==> src/rtl/sr_input_cond_pkg.sv <==
// sr_input_cond_pkg: shared constants for the shift-register input conditioner
package sr_input_cond_pkg;
  localparam int DB_CYCLES_DEFAULT = 1000000;
  localparam int SYNC_STAGES = 2;
endpackage

==> src/rtl/sr_debounce1.sv <==
// sr_debounce1: 2-FF synchronizer plus counter debouncer for one raw input
module sr_debounce1
  import sr_input_cond_pkg::*;
#(
  parameter int DB_CYCLES = DB_CYCLES_DEFAULT,
  localparam int CW = $clog2(DB_CYCLES)
) (
  input  logic CLK,
  input  logic R,
  input  logic RAW,
  output logic LEVEL
);
  logic [SYNC_STAGES-1:0] sync;
  logic [CW-1:0] cnt;
  logic stable;
  logic synced;
  assign synced = sync[SYNC_STAGES-1];
  assign LEVEL = stable;
  // any reversion to the stable level restarts the count from zero
  always_ff @(posedge CLK) begin
    if (R) begin
      sync <= '0;
      cnt <= '0;
      stable <= 1'b0;
    end else begin
      sync <= {sync[SYNC_STAGES-2:0], RAW};
      if (synced == stable) cnt <= '0;
      else if (cnt == CW'(DB_CYCLES - 1)) begin
        stable <= synced;
        cnt <= '0;
      end else cnt <= cnt + 1'b1;
    end
  end
endmodule

==> src/rtl/sr_input_cond.sv <==
// sr_input_cond: debounced data/enable levels and press-toggled run latch
module sr_input_cond
  import sr_input_cond_pkg::*;
#(
  parameter int DB_CYCLES = DB_CYCLES_DEFAULT
) (
  input  logic CLK,
  input  logic R,
  input  logic BTN_RAW,
  input  logic SW_RAW,
  output logic SLI,
  output logic CE,
  output logic PRESS,
  output logic BTN_DB
);
  logic btn_prev;
  logic run;
  sr_debounce1 #(.DB_CYCLES(DB_CYCLES)) u_sw (.CLK(CLK), .R(R), .RAW(SW_RAW), .LEVEL(SLI));
  sr_debounce1 #(.DB_CYCLES(DB_CYCLES)) u_btn (.CLK(CLK), .R(R), .RAW(BTN_RAW), .LEVEL(BTN_DB));
  assign CE = run;
  // CE stays a held level; the shift register samples it on its own slow tick
  always_ff @(posedge CLK) begin
    if (R) begin
      btn_prev <= 1'b0;
      PRESS <= 1'b0;
      run <= 1'b0;
    end else begin
      btn_prev <= BTN_DB;
      PRESS <= BTN_DB & ~btn_prev;
      if (PRESS) run <= ~run;
    end
  end
endmodule

==> config.mk <==
export PLATFORM = sky130hd
export DESIGN_NAME = sr_input_cond
export DESIGN_NICKNAME = d
export VERILOG_FILES = /design/src/rtl/sr_input_cond_pkg.sv /design/src/rtl/sr_debounce1.sv /design/src/rtl/sr_input_cond.sv
export SDC_FILE = /design/constraint.sdc
export NUM_CORES = 1
export LEC_CHECK = 0
export ABC_AREA = 0
export ABC_CLOCK_PERIOD_IN_PS = 2100
export BUFFER_PORTS_ARGS = -buffer_cell sky130_fd_sc_hd__buf_2
export CAP_MARGIN = 5
export CORE_MARGIN = 2
export CORE_UTILIZATION = 50
export DETAILED_ROUTE_END_ITERATION = 16
export GPL_TIMING_DRIVEN = 0
export PLACE_DENSITY = 0.69
export RECOVER_POWER = 50
export SLEW_MARGIN = 20
export SYNTH_ARGS = -nofsm -noshare
export SYNTH_HDL_FRONTEND = slang
export SYNTH_SLANG_ARGS = --single-unit
==> constraint.sdc <==
create_clock -name CLK -period 2.1 [get_ports CLK]
set_input_delay 0.42 -clock CLK [delete_from_list [all_inputs] [get_ports CLK]]
set_output_delay 0.42 -clock CLK [all_outputs]
set_load 0.01 [all_outputs]
==> impl_results.md, run 1 <==
- Netlist Area Pre-Place: 0.002106 sq mm
- RSZ-0062 raised after global routing: false
- Clk pwr share: 0.403
- Area Overhead vs Synth: 10.04%
- Max-cap viol count: 0
- Crit path kind: flop to flop
- Mean Syn Cell Area: about 8.6 sq um
- Worst R2R Setup Slack: 0.13 ns
- Mapped Cells: 245
- Grt total ovfl: 0
- Synth Warn #: 0
- Worst r2r dst: u_sw.cnt[18]
- Antenna Nets Post-Route: 0
- TritonCTS Buffers: 5
- Crit. Startpoint: u_sw.cnt[0]
- Initial Utilization: 0.5227
- HP Class: primary input to flop
- Setup WS pre-CTS: 0.01861 ns
- Share of layout cells above drive strength 1: 0.08915
- Dpl hpwl: 2565 microns
- Syn_nets: 251
- Initial antenna violation count: 0
- Placed cell areas: about 0.0022 sq mm
- Final wirelength: 3641 microns
- Initial DRC count: just under 90
- Synthesis-stage register bit count: between 40 and 50
- Setup TNS: 0 ns
- CP arrival: around 2.2 ns
- Met2 usage: 0.2981
- Worst-path fanout max: 8
- Max VDD drop: between 0.3 and 0.4 mV
- Ant. Diodes: 0
- Worst setup path end: u_sw.cnt[18]
- Worst Skew: 0.006507 ns
- CP Capture Type: flop
- Die Wd: 68.90 microns
- Switch share: 0.1952
- TritonCTS clock tree: yes
- First-pass GRT wire length: 6203 microns
- GRT busiest layer: met2
- Outcome: finished, final reports clean
- Worst Path Required: 2.34 ns
- Largest net degree at the start of global routing: 15
- Internal: roughly 1.3 mW
- Worst r2r src: u_sw.cnt[0]
- Die Area: between 0.004 and 0.005 sq mm
- Clock tree buffer depth: 2
- Vias in the first global route: approximately 1,500
- Avg WL per Cell: 11.82 microns
- Fmax: 0.5074 GHz
- Sequential power share: 0.585
- Core ar.: 0.004029 sq mm
- Final Hold Fails: 0
- Slew Limit Fails: 0
- Tot GR Track Use: 0.1746
- CTS Sinks: slightly below 50
- Drt pass-1 iters: 4
- Postcts setup bufs: 0
- Rel. slew slack: 0.6640
- IO Pins: 8
- Vias per cell: 5.455
- Clock-pin transition on the worst setup and hold timing paths: 0.09 ns
- Placer Congestion: around 0.74
- Worst-Margin Slew: 0.5040 ns
- NetSw: 0.3118 mW
- Met3 usage: 0.03896
- Combinational Power Share: 0.012
- Clk root buf: clkbuf_8
- Total number of vias: 1,680
- Count of cell types in the netlist: 28
- IO Port Bufs: 6
- Nets: approximately 260
- Register-to-Register Path Depth: 6
- Period minus WS final: 1.971 ns
- Leakage: 0.6637 nW
- Rows: 23
- Fin crit share: 0.9384
- Met1 usage: 0.2051
- Fin util: 0.5752
- Fin area: 0.002317 sq mm
- Cell Pwr Density: between 600 and 700 mW/mm^2
- Count of final setup violators: 0
- H-tree depth: 2
- Slack of the critical path: 0.1293 ns
- DIE HEIGHT: 68.90 microns
- Clk Latency, worst-skew pair: 0.30 ns
- DRC: 0
- Startpoint types: flop
- Register area share after synthesis: 0.4658
through the flow:
step	hold WS, ns	power, mW	instances
2_1_floorplan	0.3674	0.9699	245
3_3_place_gp	0.3707	0.9758	301
3_5_place_dp	0.3775	0.9762	301
4_1_cts	0.3255	1.626	308
5_1_grt	0.3484	1.668	308
6_report	0.3264	1.597	308
layout make-up:
type                    instances  area [sq um]
clock inverters                 2         35.03
repair buffers                  6         25.02
clock buffers                   5         68.82
inverters                      10         37.54
fillers                       382          1712
multi-input cells             176          1060
plain buffers                  10         42.54
flip-flops and latches         49         985.9
well taps                      50         62.56
how the worst min path moves through the flow:
stage | slack, ns | cells after the start | start | endpoint
6_report | 0.33 | 2 | SW_RAW | u_sw.sync[0]
3_5_place_dp | 0.38 | 1 | btn_prev | PRESS
2_1_floorplan | 0.37 | 1 | btn_prev | PRESS
3_3_place_gp | 0.37 | 1 | btn_prev | PRESS
4_1_cts | 0.33 | 2 | SW_RAW | u_sw.sync[0]
5_1_grt | 0.35 | 2 | BTN_RAW | u_btn.sync[0]
flip-flops by register name, indices dropped and copies added (netlist names):
| register | cells |
|---|---|
| CE | 1 |
| PRESS | 1 |
| btn_prev | 1 |
| u_btn.LEVEL | 1 |
| u_btn.cnt | 20 |
| u_btn.sync | 2 |
| u_sw.LEVEL | 1 |
| u_sw.cnt | 20 |
| u_sw.sync | 2 |
synthesized netlist by cell type, drive strengths merged:
cell type | instances | share of area
xor2 | 10 | 0.042
clkbuf | 8 | 0.014
inv | 10 | 0.018
nor4b | 2 | 0.0083
o31ai | 6 | 0.021
buf | 2 | 0.0048
nand2 | 10 | 0.018
nand3 | 18 | 0.045
nor4 | 2 | 0.0059
and4 | 3 | 0.012
xnor2 | 12 | 0.050
nor3 | 4 | 0.0095
or2 | 2 | 0.0059
nor3b | 1 | 0.0036
o21ai | 15 | 0.036
dfxtp | 49 | 0.47
nor2b | 7 | 0.021
or4 | 10 | 0.036
nor2 | 28 | 0.050
ha | 2 | 0.012
or3 | 12 | 0.037
and3 | 3 | 0.0095
and2 | 1 | 0.0030
nand4 | 9 | 0.027
a21oi | 19 | 0.045
power groups by stage:
stage | Combinational, mW | Clock (mW) | Sequential (mW)
global route | 0.0212 | 0.711 | 0.936
floorplan | 0.0130 | 0 | 0.957
global placement | 0.0185 | 0 | 0.957
detailed placement | 0.0187 | 0 | 0.957
CTS | 0.0188 | 0.671 | 0.936
finish | 0.0188 | 0.643 | 0.935
critical path: stages (launching register included):
cell and delay [ns]:
dfxtp_4 0.39, ha_4 0.16, nand2_1 0.09, or4_1 0.49, buf_2 0.17, or4_1 0.47, a21oi_1 0.14
logic make-up (layout without fill, tap and decap cells):
logic type	after synthesis	after routing	share of synthesized area
buffers and inverters	20	33	0.03684
AND/OR/NAND/NOR	112	112	0.2917
AO/OA/AOI/OAI	40	40	0.1022
XOR/XNOR	22	22	0.09150
adder cells (fa/ha/maj)	2	2	0.01188
flip-flops	49	49	0.4658
layout by cell type (no fill, tap or decap), types with 2 or more instances in the layout:
| cell | Yosys | layout |
|---|---|---|
| and3_1 | 2 | 2 |
| clkbuf_8 | 0 | 5 |
| nor2_1 | 28 | 28 |
| and4_1 | 3 | 3 |
| nand2_1 | 10 | 10 |
| nor4_1 | 2 | 2 |
| or2_2 | 2 | 2 |
| or3_2 | 3 | 3 |
| buf_2 | 2 | 4 |
| nand3_1 | 17 | 17 |
| clkbuf_1 | 8 | 10 |
| nand4_1 | 9 | 9 |
| nor2b_1 | 7 | 7 |
| or4_1 | 10 | 10 |
| inv_1 | 10 | 10 |
| a21oi_1 | 19 | 19 |
| nor3_1 | 4 | 4 |
| or3_1 | 9 | 9 |
| o21ai_0 | 15 | 15 |
| o31ai_1 | 6 | 6 |
| xor2_1 | 10 | 10 |
| clkbuf_2 | 0 | 2 |
| nor4b_1 | 2 | 2 |
| xnor2_1 | 12 | 12 |
| dfxtp_1 | 49 | 47 |
timing repair:
item	CTS	global route
gates resized for setup	1	8
hold buffers	0	0
setup endpoints to repair	1	24
metal layers:
metal | part of all wire | up-vias
met3 | 0.020 | 7
met2 | 0.49 | 10
li1 | - | 886
met1 | 0.47 | 777
met5 | 0 | -
met4 | 0.020 | 0
Note: power is estimated with default switching activity, not from simulation.
==> run 2: changes to the inputs <==
- BUFFER_PORTS_ARGS: -buffer_cell sky130_fd_sc_hd__buf_2 -> default
- DONT_BUFFER_PORTS: default -> 1
- PLACE_DENSITY: 0.69 -> default
- PLACE_DENSITY_LB_ADDON: default -> 0.3
==> run 2 against run 1 <==
Sequential power hardly changed. Clock skew is 0.0026 ns lower. Clock-buffer cell count stayed put. Cell count down 1.9%. Register-to-register slack hardly changed. Power is 0.49% higher. Largest power group unchanged.
==> impl_results.md, run 2 (synthesized netlist as in run 1, its figures left out) <==
- Slack of the critical path: 0.1153 ns (was 0.1293 ns)
- Max-cap viol count: 0 (unchanged)
- CP max stage delay: 0.49 ns (about the same)
- Worst-path fanout max: 8 (unchanged)
- Clk Latency, worst-skew pair: 0.30 ns (about the same)
- Clk pwr share: 0.406 (was 0.403)
- Count of final setup violators: 0 (unchanged)
- Vias per cell: 5.656 (was 5.455)
- Clk root buf: clkbuf_8 (unchanged)
- Outcome: finished, final reports clean (unchanged)
- Vias in the first global route: 1,450 (was 1,467)
- Worst Path Required: 2.34 ns (about the same)
- Sequential power share: 0.583 (was 0.585)
- Worst r2r dst: u_sw.cnt[18] (unchanged)
- Register-to-Register Path Depth: 6 (unchanged)
- CP arrival: 2.22 ns (was 2.21 ns)
- Setup TNS: 0 ns (unchanged)
- Leakage: 0.6508 nW (was 0.6637 nW)
- Ant. Diodes: 0 (unchanged)
- Cell Pwr Density: 700.8 mW/mm^2 (was 689.1 mW/mm^2)
- Antenna Nets Post-Route: 0 (unchanged)
- Most Frequent Cell on Critical Path: or4_1 (unchanged)
- First-pass GRT wire length: 5989 microns (was 6203 microns)
- DRC: 0 (unchanged)
- Hold EP: u_btn.sync[0] (was u_sw.sync[0])
- Most frequent cells in the layout: dfxtp_1, nor2_1, a21oi_1 (unchanged)
- Switch share: 0.1992 (was 0.1952)
- Clock-pin transition on the worst setup and hold timing paths: 0.09 ns (about the same)
- Slew Limit Fails: 0 (unchanged)
- Setup WS pre-CTS: 0.01209 ns (was 0.01861 ns)
- Area Overhead vs Synth: 8.735% (was 10.04%)
- Crit path kind: flop to flop (unchanged)
- Dpl hpwl: 2638 microns (was 2565 microns)
- Max VDD drop: 0.3947 mV (was 0.3938 mV)
- Top flop regs: u_btn.cnt (20), u_sw.cnt (20) (unchanged)
- Largest net degree at the start of global routing: 15 (unchanged)
- Placer Congestion: 0.7854 (was 0.7428)
- Hold path startpoint: BTN_RAW (was SW_RAW)
- DIE HEIGHT: 68.90 microns (unchanged)
- Worst-Margin Slew: 0.4721 ns (was 0.5040 ns)
- Rows: 23 (unchanged)
- Core ar.: 0.004029 sq mm (unchanged)
- RSZ-0062 raised after global routing: false (unchanged)
- Grt total ovfl: 0 (unchanged)
- Worst R2R Setup Slack: 0.12 ns (was 0.13 ns)
- Nets: 258 (was 264)
- Slowest CP cell: or4_1 (unchanged)
- Rel. slew slack: 0.6853 (was 0.6640)
- IO Port Bufs: 0 (was 6)
- NetSw: 0.3197 mW (was 0.3118 mW)
- Startpoint types: flop (unchanged)
- Worst r2r src: u_sw.cnt[0] (unchanged)
- Fin crit share: 0.9451 (was 0.9384)
- Tot GR Track Use: 0.1740 (was 0.1746)
- TritonCTS clock tree: yes (unchanged)
- Worst Skew: 0.003865 ns (was 0.006507 ns)
- Initial antenna violation count: 0 (unchanged)
- Initial DRC count: 73 (was 87)
- HP Class: primary input to flop (unchanged)
- Most common cell after layout, fill and taps aside: dfxtp_1 (unchanged)
- Initial Utilization: 0.5227 (unchanged)
- CP Capture Type: flop (unchanged)
- TritonCTS Buffers: 5 (unchanged)
- H-tree depth: 2 (unchanged)
- Share of layout cells above drive strength 1: 0.08333 (was 0.08915)
- IO Pins: 8 (unchanged)
- Hold Crit Depth: 1 (was 2)
- Clock tree buffer depth: 2 (unchanged)
- CTS Sinks: 49 (unchanged)
- Avg WL per Cell: 12.69 microns (was 11.82 microns)
- Die Wd: 68.90 microns (unchanged)
- Drt pass-1 iters: 4 (unchanged)
- Fmax: 0.5039 GHz (was 0.5074 GHz)
- Final Hold Fails: 0 (unchanged)
- Internal: 1.285 mW (about the same)
- Period minus WS final: 1.985 ns (was 1.971 ns)
- Combinational Power Share: 0.011 (was 0.012)
- Final wirelength: 3832 microns (was 3641 microns)
- Die Area: 0.004747 sq mm (unchanged)
- Total number of vias: 1,708 (was 1,680)
- Crit path cell chain: ha_4, nand2_1, or4_1, buf_2, or4_1, a21oi_1 (unchanged)
- Fillers: 369 (was 382)
## run 2: cell count changes in the layout (fill, tap and decap cells not counted), sizes merged
cell    previous run  this run
clkbuf            17        13
buf                4         2
## run 2: worst max path at each step
stage                             from            end  slack (ns)
after global routing      u_btn.cnt[3]  u_btn.cnt[19]        0.01
after floorplan            u_sw.cnt[0]   u_sw.cnt[18]        0.16
after global placement     u_sw.cnt[0]   u_sw.cnt[18]        0.01
after detailed placement   u_sw.cnt[0]   u_sw.cnt[18]        0.01
final                      u_sw.cnt[0]   u_sw.cnt[18]        0.12
after CTS                  u_sw.cnt[0]   u_sw.cnt[18]        0.02
## run 2: power groups by stage
stage	Sequential (mW)	Clock (mW)	Combinational, mW
after floorplan	0.957	0	0.0130
after CTS	0.936	0.668	0.0173
after global routing	0.937	0.694	0.0198
final	0.936	0.651	0.0174
after global placement	0.957	0	0.0168
after detailed placement	0.958	0	0.0173
## run 2: per-layer routing
layer	GRT usage	up-vias	routed length [microns]
li1	-	877	-
met1	0.1980	796	1768
met2	0.2861	25	1848
met3	0.05844	10	120
met4	0.09559	0	94
met5	0	-	0
## run 2: timing repair
action,in CTS,in global routing
pin swaps,0,0
setup buffers,0,0
gates cloned,0,0
setup endpoints to repair,1,24
gates resized for setup,1,7
hold buffers,0,0
## run 2: metrics by stage
step / util / cells / power [mW] / instance area, sq um / hold slack (ns)
4_1_cts: 0.5646 / 302 / 1.621 / 2275 / 0.2536
2_1_floorplan: - / 245 / 0.9699 / 2106 / 0.3674
3_5_place_dp: 0.5382 / 295 / 0.9749 / 2168 / 0.3784
5_1_grt: 0.5683 / 302 / 1.651 / 2290 / 0.2585
6_report: 0.5683 / 302 / 1.605 / 2290 / 0.2626
3_3_place_gp: 0.5382 / 295 / 0.9741 / 2168 / 0.3710
## run 2: layout make-up
type	count	area [sq um]	area share
buffer	10	42.54	0.01858
clock buffer	5	68.82	0.03005
clock inverter	2	35.03	0.01530
tap	50	62.56	0.02732
sequential	49	983.4	0.4295
multi-input combinational	176	1060	0.4628
inverter	10	37.54	0.01639
## run 2: worst max-delay path, delay by kind of cell (launching register included)
| family | cells | cell delay [ns] |
|---|---|---|
| fa+ha+maj | 1 | 0.16 |
| simple gates | 3 | 1.04 |
| buf+inv | 1 | 0.17 |
| compound gates | 1 | 0.15 |
| flops | 1 | 0.40 |
